File: config.mk
export PLATFORM = sky130hd
export DESIGN_NAME = apb_mst_arb
export DESIGN_NICKNAME = d
export VERILOG_FILES = /design/src/rtl/apb_mst_arb.sv
export SDC_FILE = /design/constraint.sdc
export NUM_CORES = 1
export LEC_CHECK = 0
export CAP_MARGIN = 10
export CORE_AREA = 5 5 157 159
export CTS_CLUSTER_SIZE = 30
export DETAILED_ROUTE_END_ITERATION = 8
export DIE_AREA = 0 0 162 164
export PLACE_DENSITY_LB_ADDON = 0.05
export SYNTH_ARGS = -nofsm -noshare
export SYNTH_HDL_FRONTEND = slang
export SYNTH_SLANG_ARGS = --single-unit
File: constraint.sdc
create_clock -name pclk -period 4.47 [get_ports pclk]
set_clock_uncertainty 0.15 [all_clocks]
set_input_delay 0.447 -clock pclk [delete_from_list [all_inputs] [get_ports pclk]]
set_output_delay 0.447 -clock pclk [all_outputs]
set_load 0.1 [all_outputs]
File: src/rtl/apb_mst_arb.sv
// apb_mst_arb: round-robin arbiter that shares one APB master port between
// NREQ local requesters. Each accepted request runs a SETUP/ACCESS transfer.
// The response pulses on rsp_valid in the cycle after ACCESS.
// Back-to-back transfers are re-arbitrated in ACCESS, so one transfer
// completes every two cycles.
// Optional feature: define APB_ARB_LOCK_EN to add req_lock. A winner that
// holds req_lock keeps exclusive ownership of the next arbitration.
module apb_mst_arb #(
  parameter int NREQ = 4,
  parameter int AW   = 32,
  parameter int DW   = 32
) (
  input  logic              pclk,
  input  logic              preset,
  input  logic [NREQ-1:0]    req_valid,
  output logic [NREQ-1:0]    req_ready,
  input  logic [NREQ*AW-1:0] req_addr,
  input  logic [NREQ*DW-1:0] req_wdata,
  input  logic [NREQ-1:0]    req_write,
  output logic [NREQ-1:0]    rsp_valid,
  output logic [DW-1:0]      rsp_rdata,
  output logic [AW-1:0]      paddr,
  output logic [DW-1:0]      pwdata,
  output logic               pwrite,
  output logic               psel,
  output logic               penable,
  output logic               presetn,
  input  logic [DW-1:0]      prdata
`ifdef APB_ARB_LOCK_EN
  ,
  input  logic [NREQ-1:0]    req_lock
`endif
);

  localparam int PW = (NREQ > 1) ? $clog2(NREQ) : 1;

  typedef enum logic [1:0] {
    ST_IDLE   = 2'd0,
    ST_SETUP  = 2'd1,
    ST_ACCESS = 2'd2
  } state_e;

  state_e          state_q, state_d;
  logic [PW-1:0]   last_q, last_d;     // last winner, also the in-flight owner
  logic [AW-1:0]   paddr_q, paddr_d;
  logic [DW-1:0]   pwdata_q, pwdata_d;
  logic            pwrite_q, pwrite_d;
  logic            psel_q, psel_d;
  logic            penable_q, penable_d;
  logic [NREQ-1:0] rsp_valid_q, rsp_valid_d;
  logic [DW-1:0]   rsp_rdata_q, rsp_rdata_d;
  logic            presetn_q;
`ifdef APB_ARB_LOCK_EN
  logic            lock_q, lock_d;
`endif

  logic            arb_en;   // this cycle is an arbitration point
  logic            rr_vld;
  logic [PW-1:0]   rr_win;
  logic [PW-1:0]   rr_idx;
  logic            win_vld;
  logic [PW-1:0]   win_idx;
  logic            accept;

  assign arb_en = (state_q == ST_IDLE) || (state_q == ST_ACCESS);
  assign accept = arb_en && win_vld;

  // Round-robin search starting one past the last winner, with optional lock override.
  always_comb begin
    rr_vld = 1'b0;
    rr_win = last_q;
    rr_idx = '0;
    for (int k = 1; k <= NREQ; k++) begin
      rr_idx = PW'((int'(last_q) + k) % NREQ);
      if (!rr_vld && req_valid[rr_idx]) begin
        rr_vld = 1'b1;
        rr_win = rr_idx;
      end else begin
        rr_vld = rr_vld;
      end
    end
`ifdef APB_ARB_LOCK_EN
    if (lock_q && req_valid[last_q]) begin
      win_vld = 1'b1;
      win_idx = last_q;
    end else begin
      win_vld = rr_vld;
      win_idx = rr_win;
    end
`else
    win_vld = rr_vld;
    win_idx = rr_win;
`endif
  end

  // One-hot acceptance pulse, only at arbitration points.
  always_comb begin
    req_ready = '0;
    if (accept) begin
      req_ready[win_idx] = 1'b1;
    end else begin
      req_ready = '0;
    end
  end

  // Next-state and registered-output logic for the SETUP/ACCESS sequencer.
  always_comb begin
    state_d     = state_q;
    last_d      = last_q;
    paddr_d     = paddr_q;
    pwdata_d    = pwdata_q;
    pwrite_d    = pwrite_q;
    psel_d      = 1'b0;
    penable_d   = 1'b0;
    rsp_valid_d = '0;
    rsp_rdata_d = rsp_rdata_q;
`ifdef APB_ARB_LOCK_EN
    lock_d      = lock_q;
`endif
    case (state_q)
      ST_IDLE: begin
        state_d = accept ? ST_SETUP : ST_IDLE;
        psel_d  = accept;
      end
      ST_SETUP: begin
        state_d   = ST_ACCESS;
        psel_d    = 1'b1;
        penable_d = 1'b1;
      end
      ST_ACCESS: begin
        rsp_valid_d[last_q] = 1'b1;
        rsp_rdata_d         = pwrite_q ? {DW{1'b0}} : prdata;
        state_d             = accept ? ST_SETUP : ST_IDLE;
        psel_d              = accept;
      end
      default: begin
        state_d = ST_IDLE;
      end
    endcase

    // Request fields are sampled only in the accepting cycle.
    if (accept) begin
      last_d   = win_idx;
      paddr_d  = req_addr[int'(win_idx)*AW +: AW];
      pwdata_d = req_wdata[int'(win_idx)*DW +: DW];
      pwrite_d = req_write[win_idx];
`ifdef APB_ARB_LOCK_EN
      lock_d   = req_lock[win_idx];
`endif
    end else begin
`ifdef APB_ARB_LOCK_EN
      // An arbitration point with nobody accepted releases any lock.
      lock_d   = arb_en ? 1'b0 : lock_q;
`else
      last_d   = last_q;
`endif
    end
  end

  // State and output registers; reset abandons any in-flight transfer.
  always_ff @(posedge pclk or posedge preset) begin
    if (preset) begin
      state_q     <= ST_IDLE;
      last_q      <= PW'(NREQ - 1);
      paddr_q     <= '0;
      pwdata_q    <= '0;
      pwrite_q    <= 1'b0;
      psel_q      <= 1'b0;
      penable_q   <= 1'b0;
      rsp_valid_q <= '0;
      rsp_rdata_q <= '0;
`ifdef APB_ARB_LOCK_EN
      lock_q      <= 1'b0;
`endif
    end else begin
      state_q     <= state_d;
      last_q      <= last_d;
      paddr_q     <= paddr_d;
      pwdata_q    <= pwdata_d;
      pwrite_q    <= pwrite_d;
      psel_q      <= psel_d;
      penable_q   <= penable_d;
      rsp_valid_q <= rsp_valid_d;
      rsp_rdata_q <= rsp_rdata_d;
`ifdef APB_ARB_LOCK_EN
      lock_q      <= lock_d;
`endif
    end
  end

  // Bus reset: asserted asynchronously, released on the first edge after preset falls.
  always_ff @(posedge pclk or posedge preset) begin
    if (preset) begin
      presetn_q <= 1'b0;
    end else begin
      presetn_q <= 1'b1;
    end
  end

  assign paddr     = paddr_q;
  assign pwdata    = pwdata_q;
  assign pwrite    = pwrite_q;
  assign psel      = psel_q;
  assign penable   = penable_q;
  assign rsp_valid = rsp_valid_q;
  assign rsp_rdata = rsp_rdata_q;
  assign presetn   = presetn_q;

endmodule
==> results of run 1 <==
kinds of logic (layout without fill, tap and decap cells):
kind of cell    Yosys count  after routing  synth area share [%]
buf+inv                  68            439                  5.90
mux                      69             69                  11.2
compound gates          175            175                  21.1
flops                   107            107                  43.1
other cells               1              3                0.0603
fa+ha+maj                 4              4                 0.805
simple gates            218            218                  17.8
worst max-delay path: cells and delay by family, from the launching register on:
family	cells	cell delay, ns
AOI/OAI and AO/OA	2	0.62
adders and majority gates	1	0.45
buffers and inverters	2	0.31
DFF	1	0.64
muxes	1	0.25
and+or+nand+nor	3	0.72
worst paths after layout:
path                       slack, ns  depth (start not counted)           from            end
hold / removal                  0.34                          2  rsp_rdata[28]  rsp_rdata[28]
setup / recovery                0.52                          9      last_q[1]   req_ready[0]
max in group asynchronous       3.00                          3         preset     pwdata[23]
setup reg to reg                1.01                          9      last_q[1]      pwdata[4]
hold reg to reg                 0.34                          2  rsp_rdata[28]  rsp_rdata[28]
min in group asynchronous       0.37                          2         preset      pwdata[1]
cells in the mapped netlist (4+ instances only):
cell       number
dfrtp_1       105
ha_1            4
a211oi_1       65
nor2_1         69
clkbuf_1       38
nand2b_1       33
a21oi_1         4
nand2_1        38
o21ai_0        33
a2111oi_0      65
buf_6          11
buf_4           4
nor2b_1        66
mux2i_1        67
buf_2           8
and3_1          5
inv_1           5
area by class of cell:
cell class	count	area, µm²	area share, %
Sequential cell	107	2680	24.9
Timing Repair Buffer	417	4200	39.0
Inverter	6	25.0	0.232
Antenna cell	2	5.00	0.0465
Multi-Input combinational cell	467	3190	29.6
Clock inverter	7	92.6	0.859
Clock buffer	9	225	2.09
Tap cell	290	363	3.37
registers in the layout, indices dropped and copies added, names as in the netlist, 2 cells and up:
register,cells
pwdata,32
paddr,32
last_q,2
rsp_rdata,32
rsp_valid,4
routing by layer:
| metal | GRT usage, % | share of wire, % | routed length, µm |
|---|---|---|---|
| met5 | 0 | 0 | 0 |
| met4 | 4.88 | 1.5 | 380 |
| met3 | 6.35 | 8.8 | 2300 |
| met2 | 32.5 | 50 | 13100 |
| met1 | 21.8 | 40 | 10300 |
per-stage QoR:
step / hold WS (ns) / setup WS [ns]
2_1_floorplan: 0.384 / 0.0628
4_1_cts: 0.340 / 0.471
3_3_place_gp: 0.311 / 0.918
6_report: 0.335 / 0.521
5_1_grt: 0.357 / 0.310
3_5_place_dp: 0.320 / 0.899
layout by cell type (no fill, tap or decap), types with 5 or more instances in the layout:
cell / instances
nor2_1: 69
a211oi_1: 65
nand2_1: 36
dfrtp_1: 105
buf_12: 5
clkbuf_16: 9
nand2b_1: 33
a2111oi_0: 65
o21ai_0: 33
clkdlybuf4s50_1: 401
nor2b_1: 66
mux2i_1: 67
buf_4: 11
and3_1: 5
==> results by group, run 1 <==
Worst setup path
  • Worst Path Arrival: 3.35 ns
  • Critical Path Sink Type: output pin
  • Delay of the slowest critical-path stage: 0.64 ns
  • CP Class: reg2out
  • CP Max Fanout: 26
  • CP Launch Type: flop
  • Worst path slowest cell: dfstp_2
  • Crit path required time: 3.87 ns
  • Critical path cell sequence: inv_1, ha_1, mux2i_1, and4bb_1, o21bai_1, o31a_2, and2_4, nor2b_1, buf_12

Floorplanning
  • Die area: 0.0266 mm²
  • IO Pins: 406
  • Core ar.: about 0.023 mm²
  • Chip width: 162 µm
  • Die height: 164 µm
  • Row count: 56
  • Initial core utilization: 26.9%

Clock tree
  • Clock Sink Count: 107
  • CTS Buf Count: 9
  • CTS Hold Buffers Added: 0
  • Reg clk slew, reported paths: ~0.09 ns
  • CTS max path bufs: 2
  • CTS tree: done
  • Setup bufs post-CTS: 0
  • H-tree depth: 3
  • CTS resizes: 0
  • Skew-Pair Late Insertion Delay: 0.35 ns
  • CTS root buffer: clkbuf_16

Synth
  • Syn Nets: 944
  • Mapped Area: between 0.006 and 0.007 mm²
  • Ys Warns: 0
  • Seq/Total Area, Yosys: 43.1%
  • Largest cells by area after synthesis: dfrtp_1, mux2i_1, a2111oi_0, a211oi_1, nor2b_1
  • Post-synth EDFFs: 0
  • Syn_area_per_cell: 9.68 µm²
  • Cell taking the most area after synthesis: dfrtp_1
  • Top_reg_cell synth: dfrtp_1
  • Yosys reg bits: 107
  • Post-synth ARST share: 100%
  • Cell variety after synth: 34
  • Mapped Cells: 642
  • Post-synth top area share: 42.3%

Flow run
  • # Max-Cap Violations: 0

Layout
  • Fill count: around 2300
  • Layout Nets: 1310
  • Post-route cell area: about 0.011 mm²
  • Non-filler cells, final: between 1000 and 1500
  • Share of layout cells above drive strength 1: ~4.4%
  • Final Core Density: a little under half
  • P&R area growth vs syn: 73.3%

STA
  • Fin. Hold Viols: 0
  • Max Fclk: 253 MHz
  • Period utilisation layout: 88.3%
  • Fin crit period: 3.95 ns
  • Worst Tran Pin Value: 1.06 ns
  • TNS Setup: 0 ns
  • Final Slew Violations: 0
  • Final setup vio count: 0
  • Max-slew headroom: 29.0%
  • RSZ-0062 raised after global routing: no

Detailed routing
  • Final ANT Viol Nets: 0
  • DRC errors left: 0
  • Via count: 6257
  • DR WL/cell: 20.0 µm
  • Post-DR vias/cell: between 4 and 5
  • Drt total wl: 26100 µm
  • Drt first pass iters: 5
  • DR iter-0 viols: between 200 and 300

GRT
  • Gr usage total: between 15 and 20%
  • Global route total overflow: 0
  • First-pass GRT wire length: about 38000 µm
  • Initial antenna violation count: 0
  • Vias in the first global route: 6331
  • Pin count of the biggest net entering global routing: 76

Placement
  • DP Area: 0.0105 mm²
  • Hpwl dp: a little under 20000 µm
  • Post-Place Cells: 1287
  • Port Buf Inserts: 405
  • GP Congestion: 0.753

Min path
  • Hold crit path type: reg2reg

Status
  • Status: complete, no violations
Power of run 1 is left out: the tool's default activity adds up to more than one toggle a clock period on the data nets, which glitch-free logic cannot reach.
==> run 2: changes to the inputs <==
--- a/config.mk
+++ b/config.mk
@@ -6,11 +6,13 @@
 export NUM_CORES = 1
 export LEC_CHECK = 0
 export CAP_MARGIN = 10
-export CORE_AREA = 5 5 157 159
+export CORE_AREA = 2 2 158 160
 export CTS_CLUSTER_SIZE = 30
 export DETAILED_ROUTE_END_ITERATION = 8
-export DIE_AREA = 0 0 162 164
+export DIE_AREA = 0 0 160 162
+export GPL_TIMING_DRIVEN = 0
 export PLACE_DENSITY_LB_ADDON = 0.05
+export SKIP_CTS_REPAIR_TIMING = 1
 export SYNTH_ARGS = -nofsm -noshare
 export SYNTH_HDL_FRONTEND = slang
 export SYNTH_SLANG_ARGS = --single-unit
==> run 2 against run 1 <==
Effect of this change: register-to-register slack worse by 0.13 ns; final area up 2.2%; critical path depth up 4; hold slack worse by 0.0022 ns; non-clock buffer count up 51; global-route usage up 2.4 points; routed wire length up 6.7%; flip-flop and latch count unchanged; via count up 5.1%; sequential share of layout area down 0.53 points; critical path type unchanged; critical endpoint is now req_ready[1].
==> results by group, run 2 (synthesis gave the netlist of run 1 again) <==
STA
  • Fin crit period: 4.22 ns (+0.270 ns)
  • Period utilisation layout: 94.4% (+6.0 points)
  • Worst Tran Pin Value: 1.07 ns (+0.00856 ns)
  • Final Slew Violations: 0 (unchanged)
  • Fin. Hold Viols: 0 (unchanged)
  • RSZ-0062 raised after global routing: no
  • Final setup vio count: 0 (unchanged)
  • Max Fclk: 237 MHz (-6.4%)
  • Final Worst Setup Slack: 0.251 ns (-0.270 ns)
  • Max-slew headroom: 28.4% (-0.57 points)

GRT
  • Pin count of the biggest net entering global routing: 60 (-21%)
  • Initial antenna violation count: 3 (+3)
  • Vias in the first global route: 6773 (+7.0%)
  • Gr usage total: 21.0% (+2.4 points)
  • Global route total overflow: 0 (unchanged)
  • First-pass GRT wire length: 41500 µm (+8.9%)

Clock tree
  • CTS root buffer: clkbuf_16
  • Reg clk slew, reported paths: 0.08 ns (about the same)
  • H-tree depth: 3 (unchanged)
  • CTS tree: done
  • CTS max path bufs: 2 (unchanged)
  • Clock Sink Count: 107 (unchanged)
  • Skew-Pair Late Insertion Delay: 0.35 ns (about the same)
  • CTS Buf Count: 9 (unchanged)

Placement
  • GP Congestion: 0.797 (+5.9%)
  • Hpwl dp: 22000 µm (+12%)
  • Post-Place Cells: 1372 (+6.6%)
  • Pre-CTS setup slack: -0.358 ns (-1.26 ns)
  • Port Buf Inserts: 405 (unchanged)

Detailed routing
  • Post-DR vias/cell: 4.74 (-1.2%)
  • DR iter-0 viols: 356 (+34%)
  • DRC errors left: 0 (unchanged)
  • Via count: 6577 (+5.1%)
  • Drt total wl: 27800 µm (+6.7%)
  • Drt first pass iters: 4 (-1)
  • Final ANT Viol Nets: 0 (unchanged)
  • DR WL/cell: 20.0 µm (+0.27%)

Worst setup path
  • CP Launch Type: flop
  • CP Max Fanout: 10 (-62%)
  • Stages on worst setup path: 13 (+4)
  • Critical Path Sink Type: output pin
  • Most used cell, CP: buf_2
  • CP Class: reg2out
  • Crit path required time: 3.87 ns (about the same)
  • Worst Path Arrival: 3.62 ns (+0.27 ns)
  • Worst path slowest cell: dfstp_2
  • Critical path cell sequence: buf_2, inv_1, ha_1, buf_2, mux2_2, nor2_1, o31a_1, buf_4, buf_6, buf_6, buf_4, and3_1, buf_2
  • Delay of the slowest critical-path stage: 0.55 ns (-0.09 ns)
  • Crit path buf inv count: 8 (+6)
  • Depth of the most critical reg-to-reg path: 10 (+1)
  • Crit-path leading delay family: buffers and inverters

Min path
  • Hold path cells: 2 (unchanged)
  • Hold crit path type: reg2reg

Layout
  • Most frequent cells in the layout: clkdlybuf4s50_1, dfrtp_1, nor2_1, mux2i_1, nor2b_1
  • Commonest non-fill, non-tap cell in the layout: clkdlybuf4s50_1
  • Final Core Density: 45.7% (-0.93 points)
  • Fill count: 2453 (+7.8%)
  • Non-filler cells, final: 1389 (+6.4%)
  • Share of layout cells above drive strength 1: 5.08% (+0.63 points)
  • Layout Nets: 1361 (+3.9%)
  • P&R area growth vs syn: 77.1%

Flow run
  • # Max-Cap Violations: 0 (unchanged)

Floorplanning
  • Die height: 162 µm (-1.2%)
  • Chip width: 160 µm (-1.2%)
  • IO Pins: 406 (unchanged)
  • Row count: 57 (+1.8%)
  • Core ar.: 0.0241 mm² (+4.3%)
  • Die area: 0.0259 mm² (-2.4%)
  • Initial core utilization: 25.8% (-1.1 points)

Status
  • Status: complete, no violations
[run 2: metrics by stage]
step	instance area [µm²]	hold slack, ns	setup TNS, ns
4_1_cts	11000	0.336	-2.54
2_1_floorplan	6230	0.384	0
5_1_grt	11000	0.365	0
3_5_place_dp	10700	0.320	-0.915
6_report	11000	0.333	0
3_3_place_gp	10700	0.313	-112.73
[run 2: worst reg2reg max path: cells and delay by family (launching register included)]
kind	cells	cell delay, ns
compound gates	3	1.22
fa+ha+maj	1	0.27
buf+inv	4	0.75
flops	1	0.55
mux	1	0.25
simple gates	1	0.26
[run 2: cell type report]
type	count	area, µm²	area share [%]
Sequential cell	107	2680	24.3
Timing Repair Buffer	406	4070	36.9
Clock inverter	6	72.6	0.659
Buffer	62	345	3.14
Tap cell	324	405	3.68
Antenna cell	1	2.50	0.0227
Clock buffer	10	229	2.08
Inverter	6	27.5	0.250
Multi-Input combinational cell	467	3180	28.9
[run 2: worst paths after layout]
check | start | endpoint | slack (ns)
hold reg to reg | rsp_rdata[12] | rsp_rdata[12] | 0.33
max in group asynchronous | preset | paddr[4] | 3.11
min in group asynchronous | preset | rsp_rdata[20] | 0.36
hold / removal | rsp_rdata[12] | rsp_rdata[12] | 0.33
setup reg to reg | last_q[1] | pwdata[7] | 0.88
setup / recovery | last_q[1] | req_ready[1] | 0.25
[run 2: layer usage]
layer | wire, µm | track usage [%] | vias up
met5 | 33 | 0 | -
met4 | 471 | 5.24 | 4
met3 | 2050 | 6.28 | 26
met2 | 14200 | 37.5 | 259
met1 | 11100 | 24.7 | 3096
li1 | - | - | 3192
Power of run 2 is left out for the same reason.
